### src/rtl/jt6295_mch_pkg.sv
// ============================================================================
// jt6295_mch_pkg: shared tables and saturation helper for the multi-channel
// OKI ADPCM decoder.                                              Rev 1.0
// ============================================================================
`default_nettype none

package jt6295_mch_pkg;

    localparam int IDX_MAX = 48;

    localparam logic [10:0] STEP_LUT [49] = '{
        11'd16,   11'd17,   11'd19,   11'd21,   11'd23,   11'd25,   11'd28,
        11'd31,   11'd34,   11'd37,   11'd41,   11'd45,   11'd50,   11'd55,
        11'd60,   11'd66,   11'd73,   11'd80,   11'd88,   11'd97,   11'd107,
        11'd118,  11'd130,  11'd143,  11'd157,  11'd173,  11'd190,  11'd209,
        11'd230,  11'd253,  11'd279,  11'd307,  11'd337,  11'd371,  11'd408,
        11'd449,  11'd494,  11'd544,  11'd598,  11'd658,  11'd724,  11'd796,
        11'd876,  11'd963,  11'd1060, 11'd1166, 11'd1282, 11'd1411, 11'd1552
    };

    // Gain is in 1/32 units; indices above 8 mute the channel
    localparam logic signed [6:0] GAIN_LUT [16] = '{
        7'sd32, 7'sd22, 7'sd16, 7'sd11, 7'sd8, 7'sd6, 7'sd4, 7'sd3,
        7'sd2,  7'sd0,  7'sd0,  7'sd0,  7'sd0, 7'sd0, 7'sd0, 7'sd0
    };

    localparam logic [3:0] IDX_INC [4] = '{4'd2, 4'd4, 4'd6, 4'd8};

    function automatic logic signed [31:0] sat(input logic signed [31:0] value,
                                               input int                 width);
        logic signed [31:0] hi;
        logic signed [31:0] lo;
        hi = (32'sd1 <<< (width - 1)) - 32'sd1;
        lo = -(32'sd1 <<< (width - 1));
        if (value > hi) return hi;
        if (value < lo) return lo;
        return value;
    endfunction

endpackage

`default_nettype wire

### src/rtl/jt6295_mch_state.sv
// ============================================================================
// jt6295_mch_state: per-channel {step_idx, acc} register file with an
// asynchronous read port and a cen-qualified write port.          Rev 1.0
// ============================================================================
`default_nettype none

module jt6295_mch_state #(
    parameter int CH = 4,
    parameter int AW = 12,
    parameter int SW = 2
) (
    input  logic                 rst,
    input  logic                 clk,
    input  logic                 cen,
    input  logic [SW-1:0]        rd_addr,
    output logic [5:0]           rd_idx,
    output logic signed [AW-1:0] rd_acc,
    input  logic                 we,
    input  logic [SW-1:0]        wr_addr,
    input  logic [5:0]           wr_idx,
    input  logic signed [AW-1:0] wr_acc
);

    logic [5:0]           r_idx [CH];
    logic signed [AW-1:0] r_acc [CH];

    always_ff @(posedge clk or posedge rst) begin
        if (rst) begin
            for (int i = 0; i < CH; i++) begin
                r_idx[i] <= '0;
                r_acc[i] <= '0;
            end
        end else if (cen && we) begin
            r_idx[wr_addr] <= wr_idx;
            r_acc[wr_addr] <= wr_acc;
        end
    end

    assign rd_idx = r_idx[rd_addr];
    assign rd_acc = r_acc[rd_addr];

endmodule

`default_nettype wire

### src/rtl/jt6295_adpcm_mch.sv
// ============================================================================
// jt6295_adpcm_mch: time-multiplexed multi-channel OKI ADPCM decoder with
// per-channel key-on, pause, attenuation and a saturating mixer.  Rev 1.0
// ============================================================================
`default_nettype none

module jt6295_adpcm_mch #(
    parameter int CH   = 4,
    parameter int AW   = 12,
    parameter int OUTW = 14,
    parameter int SW   = $clog2(CH)
) (
    input  logic                   rst,
    input  logic                   clk,
    input  logic                   cen,
    output logic [SW-1:0]          slot,
    input  logic [3:0]             data,
    input  logic                   en,
    input  logic                   kon,
    input  logic [3:0]             att,
    output logic signed [AW-1:0]   ch_snd,
    output logic [SW-1:0]          ch_idx,
    output logic                   ch_valid,
    output logic signed [OUTW-1:0] mix,
    output logic                   mix_valid
);
    import jt6295_mch_pkg::*;

    localparam int            MW   = AW + SW;
    localparam logic [SW-1:0] LAST = SW'(CH - 1);

    // state file read/write
    logic [5:0]           w_rd_idx;
    logic signed [AW-1:0] w_rd_acc;
    logic                 w_we;

    // stage I
    logic                 r1_v;
    logic [SW-1:0]        r1_slot;
    logic [3:0]           r1_data;
    logic                 r1_en;
    logic                 r1_kon;
    logic [3:0]           r1_att;
    logic [5:0]           r1_idx;
    logic signed [AW-1:0] r1_acc;

    // stage II decode
    logic [5:0]           w_idx0;
    logic signed [AW-1:0] w_acc0;
    logic [10:0]          w_step;
    logic [11:0]          w_diff;
    logic signed [31:0]   w_sum;
    logic signed [AW-1:0] w_acc_new;
    logic signed [7:0]    w_inc;
    logic signed [7:0]    w_isum;
    logic [5:0]           w_idx_new;

    logic                 r2_v;
    logic [SW-1:0]        r2_slot;
    logic                 r2_act;
    logic [3:0]           r2_att;
    logic signed [AW-1:0] r2_acc;

    // stage III and mixer
    logic signed [31:0]   w_prod;
    logic signed [AW-1:0] w_snd;
    logic                 r3_v;
    logic signed [MW-1:0] r_sum;
    logic signed [MW-1:0] w_sum_mix;
    logic signed [OUTW-1:0] w_mix;

    jt6295_mch_state #(
        .CH (CH),
        .AW (AW),
        .SW (SW)
    ) u_state (
        .rst     (rst),
        .clk     (clk),
        .cen     (cen),
        .rd_addr (slot),
        .rd_idx  (w_rd_idx),
        .rd_acc  (w_rd_acc),
        .we      (w_we),
        .wr_addr (r1_slot),
        .wr_idx  (w_idx_new),
        .wr_acc  (w_acc_new)
    );

    always_ff @(posedge clk or posedge rst) begin
        if (rst) begin
            slot    <= '0;
            r1_v    <= 1'b0;
            r1_slot <= '0;
            r1_data <= '0;
            r1_en   <= 1'b0;
            r1_kon  <= 1'b0;
            r1_att  <= '0;
            r1_idx  <= '0;
            r1_acc  <= '0;
        end else if (cen) begin
            slot    <= (slot == LAST) ? '0 : slot + SW'(1);
            r1_v    <= 1'b1;
            r1_slot <= slot;
            r1_data <= data;
            r1_en   <= en;
            r1_kon  <= kon;
            r1_att  <= att;
            r1_idx  <= w_rd_idx;
            r1_acc  <= w_rd_acc;
        end
    end

    // Key-on decodes from a zeroed channel instead of the stored state
    always_comb begin
        w_idx0    = r1_kon ? 6'd0 : r1_idx;
        w_acc0    = r1_kon ? '0 : r1_acc;
        w_step    = STEP_LUT[w_idx0];
        w_diff    = 12'(w_step >> 3)
                  + (r1_data[2] ? 12'(w_step)      : 12'd0)
                  + (r1_data[1] ? 12'(w_step >> 1) : 12'd0)
                  + (r1_data[0] ? 12'(w_step >> 2) : 12'd0);
        w_sum     = r1_data[3] ? 32'(w_acc0) - $signed({20'd0, w_diff})
                               : 32'(w_acc0) + $signed({20'd0, w_diff});
        w_acc_new = AW'(sat(w_sum, AW));
        w_inc     = r1_data[2] ? $signed({4'd0, IDX_INC[r1_data[1:0]]}) : -8'sd1;
        w_isum    = $signed({2'd0, w_idx0}) + w_inc;
        w_idx_new = w_isum[5:0];
        if (w_isum < 8'sd0) begin
            w_idx_new = 6'd0;
        end else if (w_isum > 8'(IDX_MAX)) begin
            w_idx_new = 6'(IDX_MAX);
        end
    end

    // A paused channel keeps its state untouched
    assign w_we = r1_v & (r1_en | r1_kon);

    assign w_prod    = 32'(r2_acc) * 32'(GAIN_LUT[r2_att]);
    assign w_snd     = AW'(w_prod >>> 5);
    assign w_sum_mix = r_sum + MW'(ch_snd);
    assign w_mix     = OUTW'(sat(32'(w_sum_mix), OUTW));

    always_ff @(posedge clk or posedge rst) begin
        if (rst) begin
            r2_v      <= 1'b0;
            r2_slot   <= '0;
            r2_act    <= 1'b0;
            r2_att    <= '0;
            r2_acc    <= '0;
            r3_v      <= 1'b0;
            ch_snd    <= '0;
            ch_idx    <= '0;
            ch_valid  <= 1'b0;
            r_sum     <= '0;
            mix       <= '0;
            mix_valid <= 1'b0;
        end else begin
            ch_valid  <= cen & r2_v;
            mix_valid <= cen & r3_v & (ch_idx == LAST);
            if (cen) begin
                r2_v    <= r1_v;
                r2_slot <= r1_slot;
                r2_act  <= r1_en | r1_kon;
                r2_att  <= r1_att;
                r2_acc  <= w_acc_new;
                r3_v    <= r2_v;
                if (r2_v) begin
                    ch_snd <= r2_act ? w_snd : '0;
                    ch_idx <= r2_slot;
                end
                if (r3_v) begin
                    if (ch_idx == LAST) begin
                        mix   <= w_mix;
                        r_sum <= '0;
                    end else begin
                        r_sum <= w_sum_mix;
                    end
                end
            end
        end
    end

endmodule

`default_nettype wire

### config.mk
export PLATFORM = sky130hd
export DESIGN_NAME = jt6295_adpcm_mch
export DESIGN_NICKNAME = d
export VERILOG_FILES = /design/src/rtl/jt6295_mch_pkg.sv /design/src/rtl/jt6295_mch_state.sv /design/src/rtl/jt6295_adpcm_mch.sv
export SDC_FILE = /design/constraint.sdc
export NUM_CORES = 1
export LEC_CHECK = 0
export CAP_MARGIN = 20
export CORE_UTILIZATION = 40
export CTS_BUF_LIST = sky130_fd_sc_hd__clkbuf_4
export DETAILED_ROUTE_END_ITERATION = 8
export PLACE_DENSITY = 0.57
export SETUP_SLACK_MARGIN = 0.1
export SLEW_MARGIN = 20
export SYNTH_ARGS = -nofsm -noshare
export SYNTH_HDL_FRONTEND = slang
export SYNTH_SLANG_ARGS = --single-unit
### constraint.sdc
create_clock -name clk -period 12.57 [get_ports clk]
set_clock_uncertainty 0.15 [all_clocks]
set_input_delay 1.8855 -clock clk [delete_from_list [all_inputs] [get_ports clk]]
set_output_delay 1.8855 -clock clk [all_outputs]
set_load 0.02 [all_outputs]
==> impl_metrics.xml <==
<?xml version="1.0" encoding="UTF-8"?>
<metrics>
  <group name="status">
    <metric name="status" unit="">finished, final reports clean</metric>
  </group>
  <group name="routing">
    <metric name="post_detailed_route_count_of_antenna_violating_nets" unit="">0</metric>
    <metric name="via_per_inst" unit="">5.57</metric>
    <metric name="wl" unit="um">32400</metric>
    <metric name="detail_route.iter0.violations" unit="">763</metric>
    <metric name="routedWlPerCell" unit="um">17.7</metric>
    <metric name="via_count" unit="">10200</metric>
    <metric name="post-route-drc-count" unit="">0</metric>
    <metric name="drt_pass1_iterations" unit="">6</metric>
  </group>
  <group name="critical_path">
    <metric name="critical_path.reg2reg.endpoint" unit="">r2_acc[0]</metric>
    <metric name="worst_path_arrival" unit="ns">9.75</metric>
    <metric name="required" unit="ns">12.88</metric>
    <metric name="worst_r2r_startpoint" unit="">r1_idx[1]</metric>
    <metric name="critPathMaxStageDelay" unit="ns">0.76</metric>
    <metric name="timing.critical_path.slowest_stage_cell" unit="">sky130_fd_sc_hd__a211oi_2</metric>
    <metric name="element_type_at_the_critical_path_start" unit="">flop</metric>
    <metric name="reg2regPathDepth" unit="">31</metric>
    <metric name="crit_fanout" unit="">52</metric>
    <metric name="critical_path.n_buffers_inverters" unit="">4</metric>
    <metric name="criticalPathCategory" unit="">reg2reg</metric>
    <metric name="worstSetupPathDepth" unit="">31</metric>
    <metric name="slack_of_the_worst_reg_to_reg_path" unit="ns">3.13</metric>
    <metric name="worst_setup_path_start" unit="">r1_idx[1]</metric>
    <metric name="cp_top_family" unit="">compound AO/OA/AOI/OAI gates</metric>
    <metric name="timing.critical_path.to_type" unit="">flop</metric>
  </group>
  <group name="yosys">
    <metric name="synthesized_area_per_cell" unit="um^2">9.63</metric>
    <metric name="synth-edff-count" unit="">0</metric>
    <metric name="asyncSetResetFlopFracSynth" unit="">1.00</metric>
    <metric name="netlist-cell-type-count" unit="">73</metric>
    <metric name="yosysWarningCount" unit="">0</metric>
    <metric name="syn-cell-area" unit="mm^2">0.0132</metric>
    <metric name="ys.flop_type" unit="">sky130_fd_sc_hd__dfrtp_1</metric>
    <metric name="yosys_register_bits" unit="">170</metric>
    <metric name="gate_count_of_the_mapped_netlist" unit="">1374</metric>
    <metric name="syn_nets" unit="">1543</metric>
    <metric name="synth.yosys.seq_area_share" unit="">0.322</metric>
  </group>
  <group name="floorplan">
    <metric name="floorplan.die.height" unit="um">184</metric>
    <metric name="fp-row-count" unit="">66</metric>
    <metric name="floorplan.die.width" unit="um">184</metric>
    <metric name="start_util" unit="">0.406</metric>
    <metric name="io_pins" unit="">45</metric>
    <metric name="core_area" unit="mm^2">0.0325</metric>
    <metric name="floorplan.die_area" unit="mm^2">0.0338</metric>
  </group>
  <group name="cells_and_area">
    <metric name="finish.instance_area" unit="mm^2">0.0143</metric>
    <metric name="nets" unit="">1548</metric>
    <metric name="fillers" unit="">3228</metric>
    <metric name="mostFrequentLayoutCells" unit="">sky130_fd_sc_hd__dfrtp_1, sky130_fd_sc_hd__nand2_1, sky130_fd_sc_hd__nor2_1</metric>
    <metric name="count_of_non_filler_cells_in_the_finished_layout" unit="">1834</metric>
    <metric name="syn_to_final_growth" unit="%">8.16</metric>
    <metric name="post_route_cells_drive_above_1_share" unit="">0.0978</metric>
    <metric name="layout.cells.most_common" unit="">sky130_fd_sc_hd__dfrtp_1</metric>
  </group>
  <group name="grt">
    <metric name="grt_max_degree" unit="">95</metric>
    <metric name="grt_first_pass_wirelength" unit="um">53400</metric>
    <metric name="grt_antenna_before_repair" unit="">2</metric>
    <metric name="grt.overflow.total" unit="">0</metric>
    <metric name="first_global_vias" unit="">9981</metric>
    <metric name="global_route.usage.total" unit="">0.201</metric>
  </group>
  <group name="pwr">
    <metric name="peakVddDrop" unit="V">0.000183</metric>
    <metric name="power-per-cell-area" unit="mW/mm^2">274</metric>
    <metric name="total_power" unit="uW">3920</metric>
    <metric name="leakage_power" unit="uW">0.00648</metric>
  </group>
  <group name="sta">
    <metric name="maxSlewViolCount" unit="">0</metric>
    <metric name="maxSlewHeadroom" unit="">0.368</metric>
    <metric name="final_hold_viol_count" unit="">0</metric>
    <metric name="max_freq" unit="MHz">106</metric>
    <metric name="tns_setup" unit="ns">0</metric>
    <metric name="worst_slew_pin_tran" unit="ns">0.943</metric>
    <metric name="rsz0062_at_grt" unit="">false</metric>
    <metric name="period_minus_slack" unit="ns">9.44</metric>
    <metric name="setup-violations-final" unit="">0</metric>
    <metric name="final_worst_path_period_share" unit="">0.751</metric>
  </group>
  <group name="cts">
    <metric name="clock_path_buffers" unit="">2</metric>
    <metric name="clkTransAtPathRegs" unit="ns">0.17</metric>
    <metric name="cts_made_buffers" unit="">17</metric>
    <metric name="cts_resized" unit="">0</metric>
    <metric name="cts-root-buf" unit="">sky130_fd_sc_hd__clkbuf_4</metric>
    <metric name="htreeDepth" unit="">4</metric>
    <metric name="clock_latency" unit="ns">0.59</metric>
    <metric name="post-cts-setup-buffer-count" unit="">0</metric>
    <metric name="clock-sinks" unit="">170</metric>
    <metric name="ctsHoldBuffers" unit="">0</metric>
    <metric name="clock_tree_from_tritoncts" unit="">done</metric>
  </group>
  <group name="placed_design">
    <metric name="place_hpwl" unit="um">23500</metric>
    <metric name="dpl_cells" unit="">1800</metric>
    <metric name="io_buffer_count" unit="">44</metric>
    <metric name="post_dp_cell_area" unit="mm^2">0.0140</metric>
    <metric name="place.gp.congestion" unit="">0.883</metric>
  </group>
  <group name="min_path">
    <metric name="hp-start" unit="">r1_att[3]</metric>
    <metric name="holdPathEnd" unit="">r2_att[3]</metric>
    <metric name="hold_class" unit="">reg2reg</metric>
    <metric name="timing.hold.worst_path_depth" unit="">1</metric>
  </group>
  <group name="flow_run">
    <metric name="max_cap_violations" unit="">0</metric>
  </group>
</metrics>
-- state kept, by name (all words and copies together), names as in the netlist --
register	cells
r1_kon	1
mix_valid	1
r1_slot	2
r3_v	1
r2_slot	2
r2_v	1
r2_acc	12
r2_att	4
r1_v	1
r1_att	4
r2_act	1
u_state.r_idx	24
ch_idx	2
ch_snd	12
mix	14
r1_data	4
slot	2
u_state.r_acc	48
r1_en	1
r1_idx	6
ch_valid	1
r1_acc	12
r_sum	14
-- synthesized netlist by cell type, drive strengths merged, types with 7 or more instances --
master    n  area share
a211o     7      0.0046
a211oi   22       0.013
a21o      8      0.0045
a21oi    52       0.020
a22o     17       0.011
a311oi   45       0.030
a31oi    10      0.0047
and2     41       0.019
and3     29       0.014
buf      18      0.0079
clkbuf   57       0.016
dfrtp   170        0.32
fa       65       0.098
ha       91       0.086
inv      94       0.027
mux2     47       0.040
mux2i     9      0.0068
mux4     19       0.032
nand2   133       0.038
nand2b   17      0.0080
nand3    15      0.0057
nor2    112       0.032
nor2b    29       0.014
nor3     25       0.011
o21a      8      0.0045
o21ai    61       0.023
o31ai    24       0.014
o32ai     7      0.0046
or2       8      0.0038
xnor2    43       0.028
xor2     18       0.012
-- worst register-to-register path: cells and delay by family (launching register included) --
kind,cells,cell delay [ns]
AOI/OAI and AO/OA,13,3.41
DFF,1,0.62
xor gates and xnor gates,2,0.28
adders and majority gates,6,2.37
and+or+nand+nor,6,1.76
buffers and inverters,4,0.72
-- power breakdown --
| part | internal (uW) | switching (uW) | total (uW) | leakage, uW |
|---|---|---|---|---|
| Combinational | 1080 | 1560 | 2630 | 0.00427 |
| Sequential | 778 | 202 | 981 | 0.00207 |
| Clock | 82.6 | 222 | 305 | 0.000139 |
| Total | 1940 | 1980 | 3920 | 0.00648 |
-- per-layer routing --
layer | global-route usage | vias up | share of wire | wire length, um
li1 | - | 4871 | - | -
met1 | 0.284 | 5046 | 0.48 | 15400
met2 | 0.326 | 258 | 0.46 | 15000
met3 | 0.0281 | 37 | 0.044 | 1420
met4 | 0.0487 | 2 | 0.014 | 464
met5 | 0 | - | 0.00037 | 12
-- metrics by stage --
step | utilization | hold slack, ns | setup WS, ns
2_1_floorplan | - | 0.293 | 4.61
3_3_place_gp | 0.431 | 0.305 | 3.58
3_5_place_dp | 0.431 | 0.313 | 3.30
4_1_cts | 0.439 | 0.338 | 3.20
5_1_grt | 0.440 | 0.365 | 2.54
6_report | 0.440 | 0.340 | 3.13
-- cell type report --
cell class / count / area [um^2] / share of cell area
inverter: 95 / 362 / 0.0253
clock inverter: 14 / 116 / 0.00813
clock buffer: 17 / 128 / 0.00892
multi-input combinational: 1034 / 8320 / 0.581
sequential: 170 / 4250 / 0.297
tap: 442 / 553 / 0.0387
timing repair buffer: 61 / 573 / 0.0401
antenna: 1 / 2.50 / 0.000175
-- how the worst max path moves through the flow --
stage                   endpoint  slack [ns]
6_report               r2_acc[0]        3.13
5_1_grt                r2_acc[0]        2.54
4_1_cts                r2_acc[0]        3.20
3_5_place_dp           r2_acc[0]        3.30
3_3_place_gp   u_state.r_acc[13]        3.58
2_1_floorplan          r2_acc[7]        4.61
-- cells by family after synthesis --
group,count (synthesis),share of synthesized area
simple gates,433,0.158
compound gates,307,0.164
buf+inv,170,0.0510
flops,170,0.322
fa+ha+maj,158,0.186
mux,75,0.0792
xor+xnor,61,0.0404
No activity file was read; power rests on OpenSTA's default activity.
